<file path="src/rtl/fetch_pkg.sv">
// rtl/fetch_pkg.sv - shared types and constants for the fetch stage
package fetch_pkg;

  typedef enum logic [1:0] {
    REQ   = 2'd0,
    WAIT  = 2'd1,
    DRAIN = 2'd2,
    HALT  = 2'd3
  } fetch_state_t;

  localparam logic [15:0] NOP_INSTR = 16'h0800;
  localparam logic [4:0]  OPC_HALT  = 5'b00000;
  localparam logic [4:0]  OPC_NOP   = 5'b00001;

  // opcode lives in the top five bits of an instruction word
  function automatic logic [4:0] opcode_of(input logic [15:0] instr);
    return instr[15:11];
  endfunction

endpackage

</file>
<file path="src/rtl/fetch_hold_buf.sv">
// rtl/fetch_hold_buf.sv - single-entry holding buffer for a fetched instruction
module fetch_hold_buf #(
  parameter int W = 16
) (
  input  logic         clk,
  input  logic         rst,
  input  logic         load,
  input  logic         clear,
  input  logic [W-1:0] din,
  output logic         valid,
  output logic [W-1:0] data
);

  // load wins over clear; the two are never requested together by the fetch stage
  always_ff @(posedge clk or negedge rst) begin
    if (!rst) begin
      valid <= 1'b0;
      data  <= '0;
    end else if (load) begin
      valid <= 1'b1;
      data  <= din;
    end else if (clear) begin
      valid <= 1'b0;
    end
  end

endmodule

</file>
<file path="src/rtl/fetch_ifid_ctrl.sv">
// rtl/fetch_ifid_ctrl.sv - fetch stage with PC, holding buffer and IF/ID latch; FETCH_PERF_CNT_EN adds miss/squash counters
module fetch_ifid_ctrl
  import fetch_pkg::*;
#(
  parameter int              PC_W     = 16,
  parameter logic [PC_W-1:0] RESET_PC = '0
) (
  input  logic            clk,
  input  logic            rst,
  output logic            imem_rd,
  output logic [PC_W-1:0] imem_addr,
  input  logic            imem_stall,
  input  logic            imem_done,
  input  logic [PC_W-1:0] imem_instr,
  input  logic            disablePCWrite,
  input  logic            disableIFIDWrite,
  input  logic            setFetchNOP,
  input  logic            redirect_valid,
  input  logic [PC_W-1:0] redirect_pc,
  output logic [4:0]      opcode_f,
  output logic [PC_W-1:0] instr_d,
  output logic [PC_W-1:0] pc_plus2_d,
  output logic            valid_d
`ifdef FETCH_PERF_CNT_EN
  ,
  output logic [15:0]     imiss_cycles,
  output logic [15:0]     squash_cnt
`endif
);

  fetch_state_t    state;
  logic [PC_W-1:0] pc;
  logic [PC_W-1:0] pc_next2;
  logic [PC_W-1:0] buf_data;
  logic [PC_W-1:0] avail_instr;
  logic            buf_valid;
  logic            fetching;
  logic            accepted;
  logic            avail;
  logic            consume;
  logic            is_halt;
  logic            buf_load;
  logic            buf_clear;

  // memory data only counts while a request of ours is outstanding
  assign fetching    = (state == REQ) || (state == WAIT);
  assign imem_rd     = rst && (state == REQ) && !buf_valid;
  assign imem_addr   = pc;
  assign accepted    = imem_rd && !imem_stall;
  assign avail       = buf_valid || (imem_done && fetching);
  assign avail_instr = buf_valid ? buf_data : imem_instr;
  assign opcode_f    = avail ? avail_instr[PC_W-1 -: 5] : OPC_NOP;
  assign is_halt     = (avail_instr[PC_W-1 -: 5] == OPC_HALT);
  assign consume     = avail && !disablePCWrite && !disableIFIDWrite &&
                       !setFetchNOP && !redirect_valid;
  assign pc_next2    = pc + PC_W'(2);
  assign buf_load    = avail && !consume && !redirect_valid;
  assign buf_clear   = consume || redirect_valid;

  fetch_hold_buf #(.W(PC_W)) u_hold_buf (
    .clk   (clk),
    .rst   (rst),
    .load  (buf_load),
    .clear (buf_clear),
    .din   (avail_instr),
    .valid (buf_valid),
    .data  (buf_data)
  );

  // PC and fetch FSM; a redirect always wins over sequential advance
  always_ff @(posedge clk or negedge rst) begin
    if (!rst) begin
      state <= REQ;
      pc    <= RESET_PC;
    end else begin
      if (redirect_valid)
        pc <= redirect_pc;
      else if (consume)
        pc <= pc_next2;
      case (state)
        REQ: begin
          if (redirect_valid) begin
            if (accepted && !imem_done) state <= DRAIN;
          end else if (consume && is_halt) begin
            state <= HALT;
          end else if (accepted && !imem_done) begin
            state <= WAIT;
          end
        end
        WAIT: begin
          if (imem_done)
            state <= (consume && is_halt) ? HALT : REQ;
          else if (redirect_valid)
            state <= DRAIN;
        end
        DRAIN: begin
          if (imem_done) state <= REQ;
        end
        HALT: begin
          if (redirect_valid) state <= REQ;
        end
        default: state <= REQ;
      endcase
    end
  end

  // IF/ID latch: load the instruction, insert a bubble, or hold
  always_ff @(posedge clk or negedge rst) begin
    if (!rst) begin
      instr_d    <= PC_W'(NOP_INSTR);
      pc_plus2_d <= '0;
      valid_d    <= 1'b0;
    end else if (!disableIFIDWrite) begin
      if (consume) begin
        instr_d    <= avail_instr;
        pc_plus2_d <= pc_next2;
        valid_d    <= 1'b1;
      end else begin
        instr_d    <= PC_W'(NOP_INSTR);
        pc_plus2_d <= '0;
        valid_d    <= 1'b0;
      end
    end
  end

`ifdef FETCH_PERF_CNT_EN
  logic squash_evt;

  // a drained miss is counted when its data finally returns
  assign squash_evt = (redirect_valid && avail) || ((state == DRAIN) && imem_done);

  // saturating miss-cycle and squash counters
  always_ff @(posedge clk or negedge rst) begin
    if (!rst) begin
      imiss_cycles <= '0;
      squash_cnt   <= '0;
    end else begin
      if (((state == WAIT) || (state == DRAIN)) && (imiss_cycles != 16'hFFFF))
        imiss_cycles <= imiss_cycles + 16'd1;
      if (squash_evt && (squash_cnt != 16'hFFFF))
        squash_cnt <= squash_cnt + 16'd1;
    end
  end
`endif

endmodule

</file>
<file path="config.mk">
export PLATFORM = sky130hd
export DESIGN_NAME = fetch_ifid_ctrl
export DESIGN_NICKNAME = d
export VERILOG_FILES = /design/src/rtl/fetch_pkg.sv /design/src/rtl/fetch_hold_buf.sv /design/src/rtl/fetch_ifid_ctrl.sv
export SDC_FILE = /design/constraint.sdc
export NUM_CORES = 1
export LEC_CHECK = 0
export ABC_CLOCK_PERIOD_IN_PS = 2880
export CAP_MARGIN = 20
export CORE_UTILIZATION = 28
export CTS_BUF_LIST = sky130_fd_sc_hd__clkbuf_4
export DETAILED_ROUTE_END_ITERATION = 8
export HOLD_SLACK_MARGIN = 0.15
export PLACE_DENSITY = 0.5
export SLEW_MARGIN = 20
export SYNTH_ARGS = -nofsm -noshare
export SYNTH_HDL_FRONTEND = slang
export SYNTH_HIERARCHICAL = 1
export SYNTH_SLANG_ARGS = --single-unit
</file>
<file path="constraint.sdc">
create_clock -name clk -period 2.88 [get_ports clk]
set_input_delay 0.72 -clock clk [delete_from_list [all_inputs] [get_ports clk]]
set_output_delay 0.72 -clock clk [all_outputs]
set_load 0.05 [all_outputs]
</file>
Yosys cells after proc, flatten, opt, wreduce, memory -nomap -nowiden. Index checks and enable logic that the tools add are counted.

Register bits after elaboration: 68. Input port bits: 40. Output and inout port bits: 55.

Add/sub/neg operators: 1. Equal/unequal tests: 8. Mux-type cells: 19. Reductions and logical operators: 28.

Operators with widths (count): $mux 16 (5); $mux 2 (9); $add 16x2->16 const B (1); $logic_and 1x1->1 (12); $logic_not 1->1 (8); $pmux 2 s4 (1); $logic_not 5->1 (1); $mux 5 (1); $reduce_and 5->1 (1); $eq 2x2->1 const B (2); $ne 2x2->1 const B (2); $reduce_bool 2->1 (2); $logic_or 1x1->1 (3); $mux 1 (3); $ne 3x1->1 const B (1); $ne 3x2->1 const B (1); $ne 3x3->1 const B (1); $eq 2x1->1 const B (1); $logic_not 2->1 (1).

Logic depth before layout (Yosys ltp).
Depth in word-level cells: 12. Depth in mapped cells: 8. Mapped depth without buffers: 5.

By module. Netlist, hierarchy kept.

Modules (own cells, without submodules): fetch_ifid_ctrl (instances 1, cells an instance 281, area an instance 2727.6 um^2, seq. area each 1277.5 um^2); fetch_hold_buf (instances 1, cells an instance 37, area an instance 683.2 um^2, seq. area each 425.4 um^2).

Worst setup path after synthesis. OpenSTA, ideal clock, no wires.

Path kind: reg-to-output. Start: reg u_hold_buf.valid. End: out imem_rd. Arrival time: 2.422 ns. Setup slack: -0.262 ns. Cell stages (with the launch flop): 4. Cell sequence: dfrtp_1 buf_2 buf_2 nor4b_1.

Longest elaborated chain between the ends: 2.

RTL lines: start, declared (line fetch_hold_buf.sv:10) `output logic valid,`; start signal, assigned (line fetch_hold_buf.sv:17) `valid <= 1'b0;`; start signal, assigned (line fetch_hold_buf.sv:20) `valid <= 1'b1;`; start signal, assigned (line fetch_hold_buf.sv:23) `valid <= 1'b0;`; $logic_not 1->1 (line fetch_ifid_ctrl.sv:47) `assign imem_rd = rst && (state == REQ) && !buf_valid;`; $logic_and 1x1->1 (line fetch_ifid_ctrl.sv:47); end, declared (line fetch_ifid_ctrl.sv:10) `output logic imem_rd,`.

No other way between the ends.

Final worst setup path.
Start: in imem_done. End: out opcode_f[0].

Longest elaborated chain between the ends: 3.

RTL lines: start, declared (line fetch_ifid_ctrl.sv:13) `input logic imem_done,`; $logic_and 1x1->1 (line fetch_ifid_ctrl.sv:50) `assign avail = buf_valid || (imem_done && fetching);`; $logic_or 1x1->1 (line fetch_ifid_ctrl.sv:50); $mux 5 (line fetch_ifid_ctrl.sv:52) `assign opcode_f = avail ? avail_instr[PC_W-1 -: 5] : OPC_NOP;`; end, declared (line fetch_ifid_ctrl.sv:20) `output logic [4:0] opcode_f,`.

No other way between the ends.

==> metrics.md <==
| Metric | Value |
|---|---|
| Max H-tree Level | 3 |
| RSZ-0062 raised after global routing | no |
| Most frequent cells in the layout | clkdlybuf4s50_1 (87), dfrtp_1 (67), nand2_1 (42), o21ai_0 (28), mux2_2 (18) |
| Boundary Pins | 95 |
| Final hold violations | 0 |
| Worst Slack Setup Final | 0.228 ns |
| Post-CTS sizing | 0 |
| Clock Path Buffers | 2 |
| Hold worst-path end | pc_plus2_d[4] |
| Mapped Area | 3410 µm² |
| Post-Layout Cell Count | 564 |
| P per Cell Area | 629 nW/µm² |
| Synth warn | 6 |
| Die width | 112 µm |
| Max-slew violation count | 0 |
| R2R depth | 5 |
| Critical path launch point type | input port |
| Internal power | 1990 µW |
| Starting density of the core | 29.2% |
| Mean routed wirelength per cell | 16.4 µm |
| Area grow syn2layout | 39.3% |
| Post-DP HPWL | 6560 µm |
| Gate power share | 32.1% |
| Syn_nets | 359 |
| Max Cap Viol | 0 |
| Reg-to-reg startpoint | imem_addr[1] |
| Worst Hold Class | flip-flop to flip-flop |
| Avg Vias per Cell | 4.88 |
| Post-route ant nets | 0 |
| Worst Path Required | 2.16 ns |
| Die Area | 12600 µm² |
| Seq pwr share | 41.1% |
| Clock share of power | 26.8% |
| Primary FF master, synth | dfrtp_1 |
| First-pass GRT wire length | 14800 µm |
| Hold Slack | 0.495 ns |
| WL final | 9250 µm |
| Hold wc startpoint | pc_plus2_d[4] |
| Critical path capture point type | output pin |
| Hold path depth | 2 |
| Initial antenna violation count | 1 |
| CP Max Fanout | 10 |
| NetSw | 997 µW |
| Residual DRC count | 0 |
| Num CTS Buffers | 9 |
| # setup viols final | 0 |
| First DRT Iteration DRCs | 140 |
| Status | finished clean |
| Peak VDD IR | 0.377 mV |
| Crit-path most repeated cell | buf_4 |
| Reg clk slew, reported paths | 0.11 ns |
| Critical-path top delay cell | clkdlybuf4s50_1 |
| TritonCTS clock tree | built |
| Worst slack at placement | 0.184 ns |
| R2r setup slk | 0.90 ns |
| Layout Nets | 456 |
| Top post-synthesis cells by area | dfrtp_1 (49%), mux2_2 (5.9%), nand2_1 (4.6%), o21ai_0 (4.1%), mux2_4 (4.0%) |
| Cell taking the most area after synthesis | dfrtp_1 |
| Ys async rst share | 100% |
| Mean Syn Cell Area | 10.7 µm² |
| Clk_skew | 0.0172 ns |
| Share of layout cells above drive strength 1 | 16.4% |
| Vias in the first global route | 2750 |
| First-pass DRT Iterations | 4 |
| Pleak | 0.00194 µW |
| Max frequency | 377 MHz |
| Via Count | 2752 |
| GRT Overall Usage | 15.3% |
| # clock sinks | 68 |
| Cells after synthesis | 318 |
| Post-synth EDFFs | 0 |
| Post-CTS Setup Bufs | 0 |
| Crit path DAT | 1.93 ns |
| IO Port Bufs | 94 |
| Worst Setup Path Type | input port to output pin |
| Crit path time final | 2.65 ns |
| Die Y | 112 µm |
| Sequence of cells on the critical path | clkdlybuf4s50_1 > nor2b_1 > buf_4 > o21ai_0 > buf_4 |
| Final critical-path share of the clock period | 92.1% |
| Post-synth top area share | 49.2% |
| Core Area | 11700 µm² |
| Placed cells | 547 |
| GRT Residual Overflow | 0 |
| Worst reg2reg path endpoint | imem_addr[15] |
| Root buf cell | clkbuf_4 |
| GP Congestion | 0.783 |
| #FFs+latches synth | 68 |
| Hold buffers post-CTS | 0 |
| Total design power | 2990 µW |
| Most common library cell in the layout ignoring fill and taps | clkdlybuf4s50_1 |
| Pin count of the biggest net entering global routing | 69 |
| Synth unique cells | 50 |
| Sequential-to-total area share from yosys stat | 49.9% |
| Worst-Margin Slew | 0.897 ns |
| CP peak stage delay | 0.51 ns |
| Clk_lat worst skew | 0.40 ns |
| Fin Setup TNS | 0 ns |
| Worst rel slew slack | 40.2% |
| Cell row count | 39 |
| Switch share | 33.4% |
==> registers in the layout, summed over array words and instances (netlist names) <==
name,flops
imem_addr,16
u_hold_buf/data,16
state,2
pc_plus2_d,16
instr_d,16
u_hold_buf/valid,1
valid_d,1
==> area by class of cell <==
cell class	instances	area, µm²
Antenna cell	1	2.50
Inverter	10	37.5
Timing Repair Buffer	106	1090
Fill cell	1146	6910
Sequential cell	68	1700
Clock inverter	7	114
Multi-Input combinational cell	220	1560
Clock buffer	9	67.6
Tap cell	143	179
==> power groups by stage <==
stage | Clock [µW] | Sequential [µW] | Combinational (µW)
CTS | 825 | 1230 | 972
global placement | 0 | 1240 | 960
detailed placement | 0 | 1250 | 969
global route | 860 | 1260 | 1020
finish | 800 | 1230 | 960
floorplan | 0 | 1360 | 492
==> cell usage after synthesis (7+ instances only) <==
library cell	number
o211ai_1	8
nand3_1	10
mux2_2	18
dfrtp_1	67
nand2_1	42
clkbuf_1	10
o21ai_0	28
nor2_1	14
mux2_4	9
a22o_1	12
xnor2_1	11
inv_1	9
xor2_1	7
nor3_1	7
==> how the worst max path moves through the flow <==
stage	startpoint	end	slack, ns	depth (start not counted)
after global placement	imem_done	opcode_f[0]	0.22	5
after floorplan	imem_done	opcode_f[0]	0.04	3
after CTS	imem_done	opcode_f[0]	0.22	5
after detailed placement	disableIFIDWrite	imem_addr[15]	0.18	5
after global routing	imem_done	opcode_f[0]	0.10	5
final	imem_done	opcode_f[0]	0.23	5
==> critical path, delay by kind of cell <==
family	cells	cell delay [ns]
compound gates	1	0.09
buf+inv	3	0.92
simple gates	1	0.19
==> metrics by stage <==
stage / util, % / instance area, µm²
2_1_floorplan: - / 3420
3_5_place_dp: 39.2 / 4570
6_report: 40.7 / 4750
3_3_place_gp: 39.2 / 4570
4_1_cts: 40.7 / 4750
5_1_grt: 40.7 / 4750
==> cells by family (layout without fill, tap and decap cells) <==
group / after synthesis / in the layout / synth area share (%)
other cells: 0 / 1 / 0
mux: 33 / 33 / 11.7
simple gates: 102 / 102 / 15.3
flops: 68 / 68 / 49.9
fa+ha+maj: 1 / 1 / 0.367
xor+xnor: 18 / 18 / 4.62
compound gates: 66 / 66 / 13.6
buf+inv: 30 / 132 / 4.55
==> metal layers <==
metal	GRT usage, %	part of all wire [%]	up-vias
li1	-	-	1345
met4	6.04	1.6	0
met3	2.48	3.4	11
met1	21.4	48	1340
met5	0	0	-
met2	23.6	47	56
Note: power is estimated with default switching activity, not from simulation.
